===== config.mk =====
export PLATFORM = sky130hd
export DESIGN_NAME = ps2kbd
export DESIGN_NICKNAME = d
export VERILOG_FILES = /design/src/rtl/ps2kbd.sv
export SDC_FILE = /design/constraint.sdc
export NUM_CORES = 1
export LEC_CHECK = 0
export BUFFER_PORTS_ARGS = -buffer_cell sky130_fd_sc_hd__buf_2
export CORE_ASPECT_RATIO = 1.2
export CORE_MARGIN = 2
export CORE_UTILIZATION = 57
export CTS_CLUSTER_DIAMETER = 120
export DETAILED_ROUTE_END_ITERATION = 10
export PLACE_DENSITY = 0.77
export SLEW_MARGIN = 20
export SYNTH_ARGS = -nofsm -noshare
export SYNTH_HDL_FRONTEND = slang
export SYNTH_SLANG_ARGS = --single-unit

===== constraint.sdc =====
create_clock -name clk_i -period 3.7 [get_ports clk_i]
set_input_delay 0.555 -clock clk_i [delete_from_list [all_inputs] [get_ports clk_i]]
set_output_delay 0.555 -clock clk_i [all_outputs]
set_load 0.05 [all_outputs]

===== src/rtl/ps2kbd.sv =====
// rtl/ps2kbd.sv - PS/2 keyboard receiver with scan-code FIFO and Wishbone register slave
module ps2kbd #(
  parameter int CLKFREQ = 10000000,
  parameter int TIMEOUT = CLKFREQ / 5000,
  parameter int DEPTH   = 8
) (
  input  logic        clk_i,
  input  logic        rst_i,
  input  logic        bus_cyc,
  input  logic        bus_stb,
  input  logic        bus_we,
  input  logic [3:2]  bus_adr,
  input  logic [31:0] bus_dat_i,
  input  logic [3:0]  bus_sel,
  output logic [31:0] bus_dat_o,
  output logic        bus_ack,
  input  logic        ps2_clk,
  input  logic        ps2_data,
  output logic        interrupt
);
  localparam int AW = $clog2(DEPTH);
  localparam logic [4:0]  DEPTH_C   = 5'(DEPTH);
  localparam logic [15:0] TIMEOUT_C = 16'(TIMEOUT);

  localparam logic [1:0] IDLE   = 2'd0;
  localparam logic [1:0] SHIFT  = 2'd1;
  localparam logic [1:0] PARITY = 2'd2;
  localparam logic [1:0] STOP   = 2'd3;

  logic c1, c2, c3, d1, d2, fall;
  logic [1:0]  state;
  logic [2:0]  bitcnt;
  logic [7:0]  shreg;
  logic        par_bit;
  logic [15:0] idle_cnt;
  logic        push, perr_set, ferr_set, terr_set;

  logic [7:0]    mem [DEPTH];
  logic [AW-1:0] wr_ptr, rd_ptr;
  logic [4:0]    count;
  logic          empty, full, do_push, do_pop, ovr_set;

  logic parity_err, frame_err, overrun, timeout_err, int_en;
  logic req, wr_status, wr_ctrl;
  logic [31:0] data_word, status_word, rd_word;
  logic unused;

  assign unused = ^{bus_sel, bus_dat_i[31:12], bus_dat_i[7:1]};

  always_ff @(posedge clk_i) begin
    if (!rst_i) begin
      {c1, c2, c3, d1, d2} <= '1;
    end else begin
      c1 <= ps2_clk;
      c2 <= c1;
      c3 <= c2;
      d1 <= ps2_data;
      d2 <= d1;
    end
  end

  assign fall = c3 & ~c2;

  // Frame outcome is decided combinationally so the push lands on the 11th fall edge.
  always_comb begin
    push     = 1'b0;
    perr_set = 1'b0;
    ferr_set = 1'b0;
    terr_set = 1'b0;
    if (state == STOP && fall) begin
      if (!d2)                   ferr_set = 1'b1;
      else if (^{shreg, par_bit}) push    = 1'b1;
      else                       perr_set = 1'b1;
    end
    if (state != IDLE && !fall && idle_cnt == TIMEOUT_C) terr_set = 1'b1;
  end

  always_ff @(posedge clk_i) begin
    if (!rst_i) begin
      state    <= IDLE;
      bitcnt   <= '0;
      shreg    <= '0;
      par_bit  <= 1'b0;
      idle_cnt <= '0;
    end else if (fall) begin
      idle_cnt <= '0;
      case (state)
        IDLE: if (!d2) begin
          state  <= SHIFT;
          bitcnt <= '0;
        end
        SHIFT: begin
          shreg  <= {d2, shreg[7:1]};
          bitcnt <= bitcnt + 3'd1;
          if (bitcnt == 3'd7) state <= PARITY;
        end
        PARITY: begin
          par_bit <= d2;
          state   <= STOP;
        end
        default: state <= IDLE;
      endcase
    end else if (terr_set) begin
      state    <= IDLE;
      idle_cnt <= '0;
    end else if (state != IDLE) begin
      idle_cnt <= idle_cnt + 16'd1;
    end
  end

  assign req       = bus_cyc & bus_stb & ~bus_ack;
  assign wr_status = req & bus_we & (bus_adr == 2'b01);
  assign wr_ctrl   = req & bus_we & (bus_adr == 2'b10);
  assign empty     = (count == 5'd0);
  assign full      = (count == DEPTH_C);
  assign do_pop    = req & ~bus_we & (bus_adr == 2'b00) & ~empty;
  // A pop frees a slot in the same edge, so a push into a full FIFO is still accepted.
  assign do_push   = push & (~full | do_pop);
  assign ovr_set   = push & full & ~do_pop;

  always_ff @(posedge clk_i) begin
    if (!rst_i) begin
      wr_ptr <= '0;
      rd_ptr <= '0;
      count  <= '0;
    end else begin
      if (do_push) wr_ptr <= wr_ptr + AW'(1);
      if (do_pop)  rd_ptr <= rd_ptr + AW'(1);
      if (do_push && !do_pop)      count <= count + 5'd1;
      else if (do_pop && !do_push) count <= count - 5'd1;
    end
  end

  always_ff @(posedge clk_i) begin
    if (do_push) mem[wr_ptr] <= shreg;
  end

  always_ff @(posedge clk_i) begin
    if (!rst_i) begin
      parity_err  <= 1'b0;
      frame_err   <= 1'b0;
      overrun     <= 1'b0;
      timeout_err <= 1'b0;
      int_en      <= 1'b0;
    end else begin
      parity_err  <= (parity_err  & ~(wr_status & bus_dat_i[8]))  | perr_set;
      frame_err   <= (frame_err   & ~(wr_status & bus_dat_i[9]))  | ferr_set;
      overrun     <= (overrun     & ~(wr_status & bus_dat_i[10])) | ovr_set;
      timeout_err <= (timeout_err & ~(wr_status & bus_dat_i[11])) | terr_set;
      if (wr_ctrl) int_en <= bus_dat_i[0];
    end
  end

  assign data_word   = empty ? 32'd0 : {23'd0, 1'b1, mem[rd_ptr]};
  assign status_word = {20'd0, timeout_err, overrun, frame_err, parity_err, 1'b0, count, full, empty};

  always_comb begin
    rd_word = 32'd0;
    case (bus_adr)
      2'b00:   rd_word = data_word;
      2'b01:   rd_word = status_word;
      2'b10:   rd_word = {31'd0, int_en};
      default: rd_word = 32'd0;
    endcase
  end

  always_ff @(posedge clk_i) begin
    if (!rst_i) begin
      bus_ack   <= 1'b0;
      bus_dat_o <= '0;
    end else begin
      bus_ack <= req;
      if (req) bus_dat_o <= rd_word;
    end
  end

  assign interrupt = int_en & ~empty;
endmodule


==> impl_metrics.env, run 1 <==
export IMPL_clk_path_buf_depth=2
export IMPL_report_power_total_uw=3269
export IMPL_p_leak_uw=0.002473
export IMPL_post_cts_buffers=0
export IMPL_numCtsBuffers=17
export IMPL_cp_max_fo=11
export IMPL_drive_gt1_share_pct=19.33
export IMPL_grt_max_degree=19
export IMPL_irDropWorstVdd_mv=0.4275
export IMPL_dp_hpwl_um=6911
export IMPL_synth_edff_count=64
export IMPL_max_stage_delay_ns=0.53
export IMPL_worst_pin_slew_ns=0.7715
export IMPL_yosysMostFrequentCell="dfxtp_1"
export IMPL_post_place_ws_ns=0.3818
export IMPL_finalCritPeriodShare_pct=87.55
export IMPL_syn_inst=455
export IMPL_busiest_layer="met2"
export IMPL_avgSynthCellArea_um2=12.51
export IMPL_synth_cell_types=59
export IMPL_wl_um=10740
export IMPL_fp_dieW_um=95.24
export IMPL_gp_congestion=0.8320
export IMPL_cts_root_buf="clkbuf_16"
export IMPL_rsz0062_at_grt="no"
export IMPL_slew_viol_final=0
export IMPL_grt_first_pass_wirelength_um=17260
export IMPL_core_um2=9613
export IMPL_dr_pass1_iters=4
export IMPL_yosysTopAreaCell="edfxtp_1"
export IMPL_ys_seq_area_share_pct=57.31
export IMPL_h_tree_depth=4
export IMPL_gr_usage_met2_pct=38.12
export IMPL_wire_per_inst_um=17.05
export IMPL_num_vias=3498
export IMPL_grt_util_met1_pct=25.15
export IMPL_ctsResizeCount=0
export IMPL_clock_sinks=131
export IMPL_hold_ws_ns=0.3289
export IMPL_synth_flop_cell="dfxtp_1"
export IMPL_max_cap_violations=0
export IMPL_hold_path_class="in2reg"
export IMPL_viasPerCell=5.552
export IMPL_synth_top_cells_by_area="edfxtp_1 (34%), dfxtp_1 (24%), mux4_2 (6.3%), ha_1 (3.3%), nor2_1 (3.2%)"
export IMPL_ant_nets=0
export IMPL_cp_cell_sequence="xnor2_1 > xnor3_2 > xnor2_2 > nor3b_2 > ha_1 > inv_1 > fa_1 > a21o_1 > a21oi_1 > xnor2_1 > or3_1 > a21oi_1"
export IMPL_die_y_um=113.5
export IMPL_antenna_found_initial=0
export IMPL_netlist_area_um2=5694
export IMPL_hold_buffers=0
export IMPL_synthArstFlopShare_pct=0
export IMPL_start_util_pct=59.23
export IMPL_clock_fmax_ghz=0.3087
export IMPL_outcome="finished, final reports clean"
export IMPL_critical_path_top_delay_family="XOR/XNOR gates"
export IMPL_fin_setup_tns_ns=0
export IMPL_required_ns=4.03
export IMPL_arrival_ns=3.57
export IMPL_track_usage_pct=21.77
export IMPL_final_hold_viol_count=0
export IMPL_synth_common_cells="dfxtp_1 (67), edfxtp_1 (64), nor2_1 (48), nand2_1 (29), buf_4 (22)"
export IMPL_worst_path_max_delay_cell="dfxtp_1"
export IMPL_port_buffers=27
export IMPL_setup_ws_ns=0.4608
export IMPL_power_density_nw_per_um2=503.5
export IMPL_yosys_area_top_type_share_pct=33.75
export IMPL_cp_num_buf_inv=1
export IMPL_crit_path_end_kind="flip-flop"
export IMPL_fin_skew_ns=0.006166
export IMPL_synth_warnings=0
export IMPL_clk_latency_ns=0.41
export IMPL_cts_tree="done"
export IMPL_drtIter0Drc=206
export IMPL_syn2layout_area_growth_pct=14.02
export IMPL_relSlewSlack_pct=48.50
export IMPL_critPathKind="reg2reg"
export IMPL_nNetsFinal=555
export IMPL_grt_use_met3_pct=5.548
export IMPL_gr_total_overflow=0
export IMPL_setup_viol_count_final=0
export IMPL_clkTransAtPathRegs_ns=0.05
export IMPL_period_minus_slack_ns=3.239
export IMPL_startpoint_type="flip-flop"
export IMPL_ys_seq_elements=131
export IMPL_num_rows=39
export IMPL_antenna_cells=0
export IMPL_route_detailed_drc=0
export IMPL_die_area_um2=10810
export IMPL_ioPinCount=79
export IMPL_grt_pass1_vias=3462
==> placed cells by master, fill, tap and decap left out, types with 9 or more instances in the layout <==
cell type	instances
dfxtp_1	67
edfxtp_1	64
nor2_1	48
nand2_1	29
buf_2	27
conb_1	20
clkbuf_16	17
nand3_1	16
mux4_2	16
mux2i_1	15
a21oi_1	15
ha_1	15
xnor2_1	14
xor2_1	11
nand2b_1	10
buf_4	10
mux2_2	9
==> layer usage <==
metal  share of wire (%)  up-vias  routed length [um]
li1                    -     1687                   -
met1                  40     1723                4324
met2                  54       66                5847
met3                 3.0       22                 325
met4                 2.3        0                 244
met5                   0        -                   0
==> flip-flops by register name, indices dropped and copies added, names as in the netlist, 2 cells and up, named ones only <==
| signal | flops |
|---|---|
| bitcnt | 3 |
| bus_dat_o | 12 |
| count | 5 |
| idle_cnt | 16 |
| mem | 64 |
| rd_ptr | 3 |
| shreg | 8 |
| state | 2 |
| wr_ptr | 3 |
==> power breakdown <==
group	internal [uW]	switching, uW	total (uW)
Combinational	14.2	78.6	92.8
Sequential	1510	2.11	1510
Clock	1090	577	1660
Total	2610	658	3270
==> cell families (layout without fill, tap and decap cells) <==
kind of cell,after synthesis,count (layout),synth area share [%]
flops,131,131,57.31
simple gates,147,147,13.29
fa+ha+maj,16,16,3.648
mux,40,40,10.74
other cells,1,20,0.06586
xor+xnor,28,28,5.032
compound gates,48,48,5.318
buf+inv,44,77,4.592
==> per-stage QoR <==
| stage | area [um2] | utilization, % | cells |
|---|---|---|---|
| after floorplan | 5766 | - | 474 |
| after global placement | 5898 | 61.36 | 598 |
| after detailed placement | 5898 | 61.36 | 598 |
| after CTS | 6492 | 67.54 | 630 |
| after global routing | 6492 | 67.54 | 630 |
| final | 6492 | 67.54 | 630 |
==> area by class of cell <==
type | instances | area (um2)
clock buffers | 21 | 460.4
inverters | 8 | 30.03
flip-flops and latches | 131 | 3263
fillers | 711 | 3120
well taps | 123 | 153.9
repair buffers | 37 | 210.2
multi-input cells | 299 | 2241
clock inverters | 11 | 133.9
==> final timing paths <==
check / startpoint / endpoint / slack [ns] / depth (start not counted)
max: shreg[5] / count[4] / 0.46 / 12
min: ps2_clk / c1 / 0.33 / 2
max reg2reg: shreg[5] / count[4] / 0.46 / 12
min reg2reg: d1 / d2 / 0.41 / 1
(Power assumes the default switching activity.)
==> run 2, diff against run 1 <==
--- a/config.mk
+++ b/config.mk
@@ -8,10 +8,12 @@
 export BUFFER_PORTS_ARGS = -buffer_cell sky130_fd_sc_hd__buf_2
 export CORE_ASPECT_RATIO = 1.2
 export CORE_MARGIN = 2
-export CORE_UTILIZATION = 57
+export CORE_UTILIZATION = 61
 export CTS_CLUSTER_DIAMETER = 120
 export DETAILED_ROUTE_END_ITERATION = 10
-export PLACE_DENSITY = 0.77
+export GPL_ROUTABILITY_DRIVEN = 0
+export PLACE_DENSITY = 0.82
+export REMOVE_ABC_BUFFERS = 1
 export SLEW_MARGIN = 20
 export SYNTH_ARGS = -nofsm -noshare
 export SYNTH_HDL_FRONTEND = slang
==> constraint.sdc (replaced) <==
create_clock -name clk_i -period 3.9 [get_ports clk_i]
set_input_delay 0.585 -clock clk_i [delete_from_list [all_inputs] [get_ports clk_i]]
set_output_delay 0.585 -clock clk_i [all_outputs]
set_load 0.05 [all_outputs]
==> impl_metrics.env, run 2 (synthesis results as in run 1) <==
export IMPL_outcome="finished, final reports clean"
export IMPL_cts_root_buf="clkbuf_8"
export IMPL_fin_area_um2=6456
export IMPL_nNetsFinal=551
export IMPL_cp_max_fo=11
export IMPL_worst_path_max_delay_cell="dfxtp_1"
export IMPL_drtIter0Drc=283
export IMPL_combPwrFrac_pct=2.9
export IMPL_die_y_um=109.8
export IMPL_intPower_uw=2430
export IMPL_crit_path_end_kind="flip-flop"
export IMPL_slew_viol_final=0
export IMPL_hold_buffers=0
export IMPL_cpMostUsedCell="a21oi_1"
export IMPL_worst_path_stages=12
export IMPL_relSlewSlack_pct=45.87
export IMPL_dp_hpwl_um=7209
export IMPL_ant_nets=0
export IMPL_cts_tree="done"
export IMPL_final_core_util_pct=71.09
export IMPL_arrival_ns=3.94
export IMPL_route_detailed_drc=0
export IMPL_wl_um=11260
export IMPL_ioPinCount=79
export IMPL_p_sw_uw=629.4
export IMPL_grt_max_degree=20
export IMPL_numCtsBuffers=17
export IMPL_max_cap_violations=0
export IMPL_cp_num_buf_inv=1
export IMPL_setup_ws_ns=0.4054
export IMPL_fin_skew_ns=0.005997
export IMPL_drive_gt1_share_pct=19.12
export IMPL_core_um2=9081
export IMPL_p_leak_uw=0.002450
export IMPL_syn2layout_area_growth_pct=13.38
export IMPL_clock_fmax_ghz=0.2862
export IMPL_gr_total_overflow=0
export IMPL_clk_latency_ns=0.52
export IMPL_post_place_ws_ns=0.5110
export IMPL_hold_depth=2
export IMPL_largest_reg_flops=64
export IMPL_post_cts_buffers=0
export IMPL_num_vias=3592
export IMPL_viasPerCell=5.775
export IMPL_power_density_nw_per_um2=473.9
export IMPL_antenna_found_initial=0
export IMPL_h_tree_depth=4
export IMPL_grt_first_pass_wirelength_um=17860
export IMPL_cp_cell_sequence="xor2_1 > xnor3_2 > xnor2_2 > nor3b_2 > ha_1 > inv_1 > fa_1 > a21o_1 > a21oi_1 > xnor2_1 > or3_1 > a21oi_1"
export IMPL_die_area_um2=10130
export IMPL_worst_pin_slew_ns=0.8109
export IMPL_worst_r2r_startpoint="shreg[3]"
export IMPL_top_register="mem"
export IMPL_wire_per_inst_um=18.09
export IMPL_clk_path_buf_depth=2
export IMPL_clkTransAtPathRegs_ns=0.06
export IMPL_fin_setup_tns_ns=0
export IMPL_startpoint_type="flip-flop"
export IMPL_mostFrequentLayoutCell="dfxtp_1"
export IMPL_layout_common_cells="dfxtp_1 (67), edfxtp_1 (64), nor2_1 (48), nand2_1 (29), buf_2 (27)"
export IMPL_finalCritPeriodShare_pct=89.61
export IMPL_final_hold_viol_count=0
export IMPL_pwr_share_seq_pct=46.9
export IMPL_antenna_cells=0
export IMPL_min_to="c1"
export IMPL_fp_dieW_um=92.20
export IMPL_reg2regPathDepth=12
export IMPL_max_stage_delay_ns=0.56
export IMPL_hold_path_class="in2reg"
export IMPL_place_area_um2=5864
export IMPL_min_from="ps2_clk"
export IMPL_setup_viol_count_final=0
export IMPL_track_usage_pct=23.71
export IMPL_period_minus_slack_ns=3.495
export IMPL_rrSetupSlack_ns=0.41
export IMPL_power_frac_clock_pct=50.2
export IMPL_critical_path_top_delay_family="XOR/XNOR gates"
export IMPL_num_rows=38
export IMPL_clock_sinks=131
export IMPL_ctsResizeCount=0
export IMPL_grt_pass1_vias=3594
export IMPL_dr_pass1_iters=5
export IMPL_report_power_total_uw=3059
export IMPL_critPathKind="reg2reg"
export IMPL_irDropWorstVdd_mv=0.3779
export IMPL_crit_start="shreg[3]"
export IMPL_r2r_end="count[4]"
export IMPL_reg_top3="mem x64, idle_cnt x16, bus_dat_o x12"
export IMPL_required_ns=4.35
export IMPL_start_util_pct=62.70
export IMPL_port_buffers=27
export IMPL_rsz0062_at_grt="no"
export IMPL_sw_frac_of_total_pct=20.57
==> run 2: per-layer routing <==
| layer | vias up | GRT usage (%) | routed length [um] |
|---|---|---|---|
| li1 | 1678 | - | - |
| met1 | 1781 | 26.46 | 4333 |
| met2 | 108 | 44.07 | 6178 |
| met3 | 25 | 5.757 | 489 |
| met4 | 0 | 8.849 | 254 |
| met5 | - | 0 | 0 |
==> run 2: worst max path at each step <==
stage / end / slack (ns)
global route: count[4] / 0.17
CTS: count[4] / 0.42
floorplan: count[4] / 0.64
global placement: count[4] / 0.57
detailed placement: count[4] / 0.51
finish: count[4] / 0.41
==> run 2: per-stage QoR <==
stage	hold WS, ns	cells
2_1_floorplan	0.3863	438
3_3_place_gp	0.3914	591
3_5_place_dp	0.3958	591
4_1_cts	0.2314	622
5_1_grt	0.2314	622
6_report	0.2451	622
==> run 2: cell type report <==
class / count / area (um2)
clock buffer: 24 / 523.0
inverter: 8 / 30.03
clock inverter: 7 / 68.82
multi-input combinational: 299 / 2241
sequential: 131 / 3263
tap: 120 / 150.1
fill: 608 / 2625
timing repair buffer: 33 / 180.2
==> run 2: power by group through the flow <==
stage	logic (uW)	registers [uW]	clock network [uW]
6_report	88.2	1440	1540
5_1_grt	93.1	1440	1610
3_3_place_gp	85.9	1460	0
4_1_cts	87.1	1440	1550
2_1_floorplan	61.3	1470	0
3_5_place_dp	86.5	1460	0
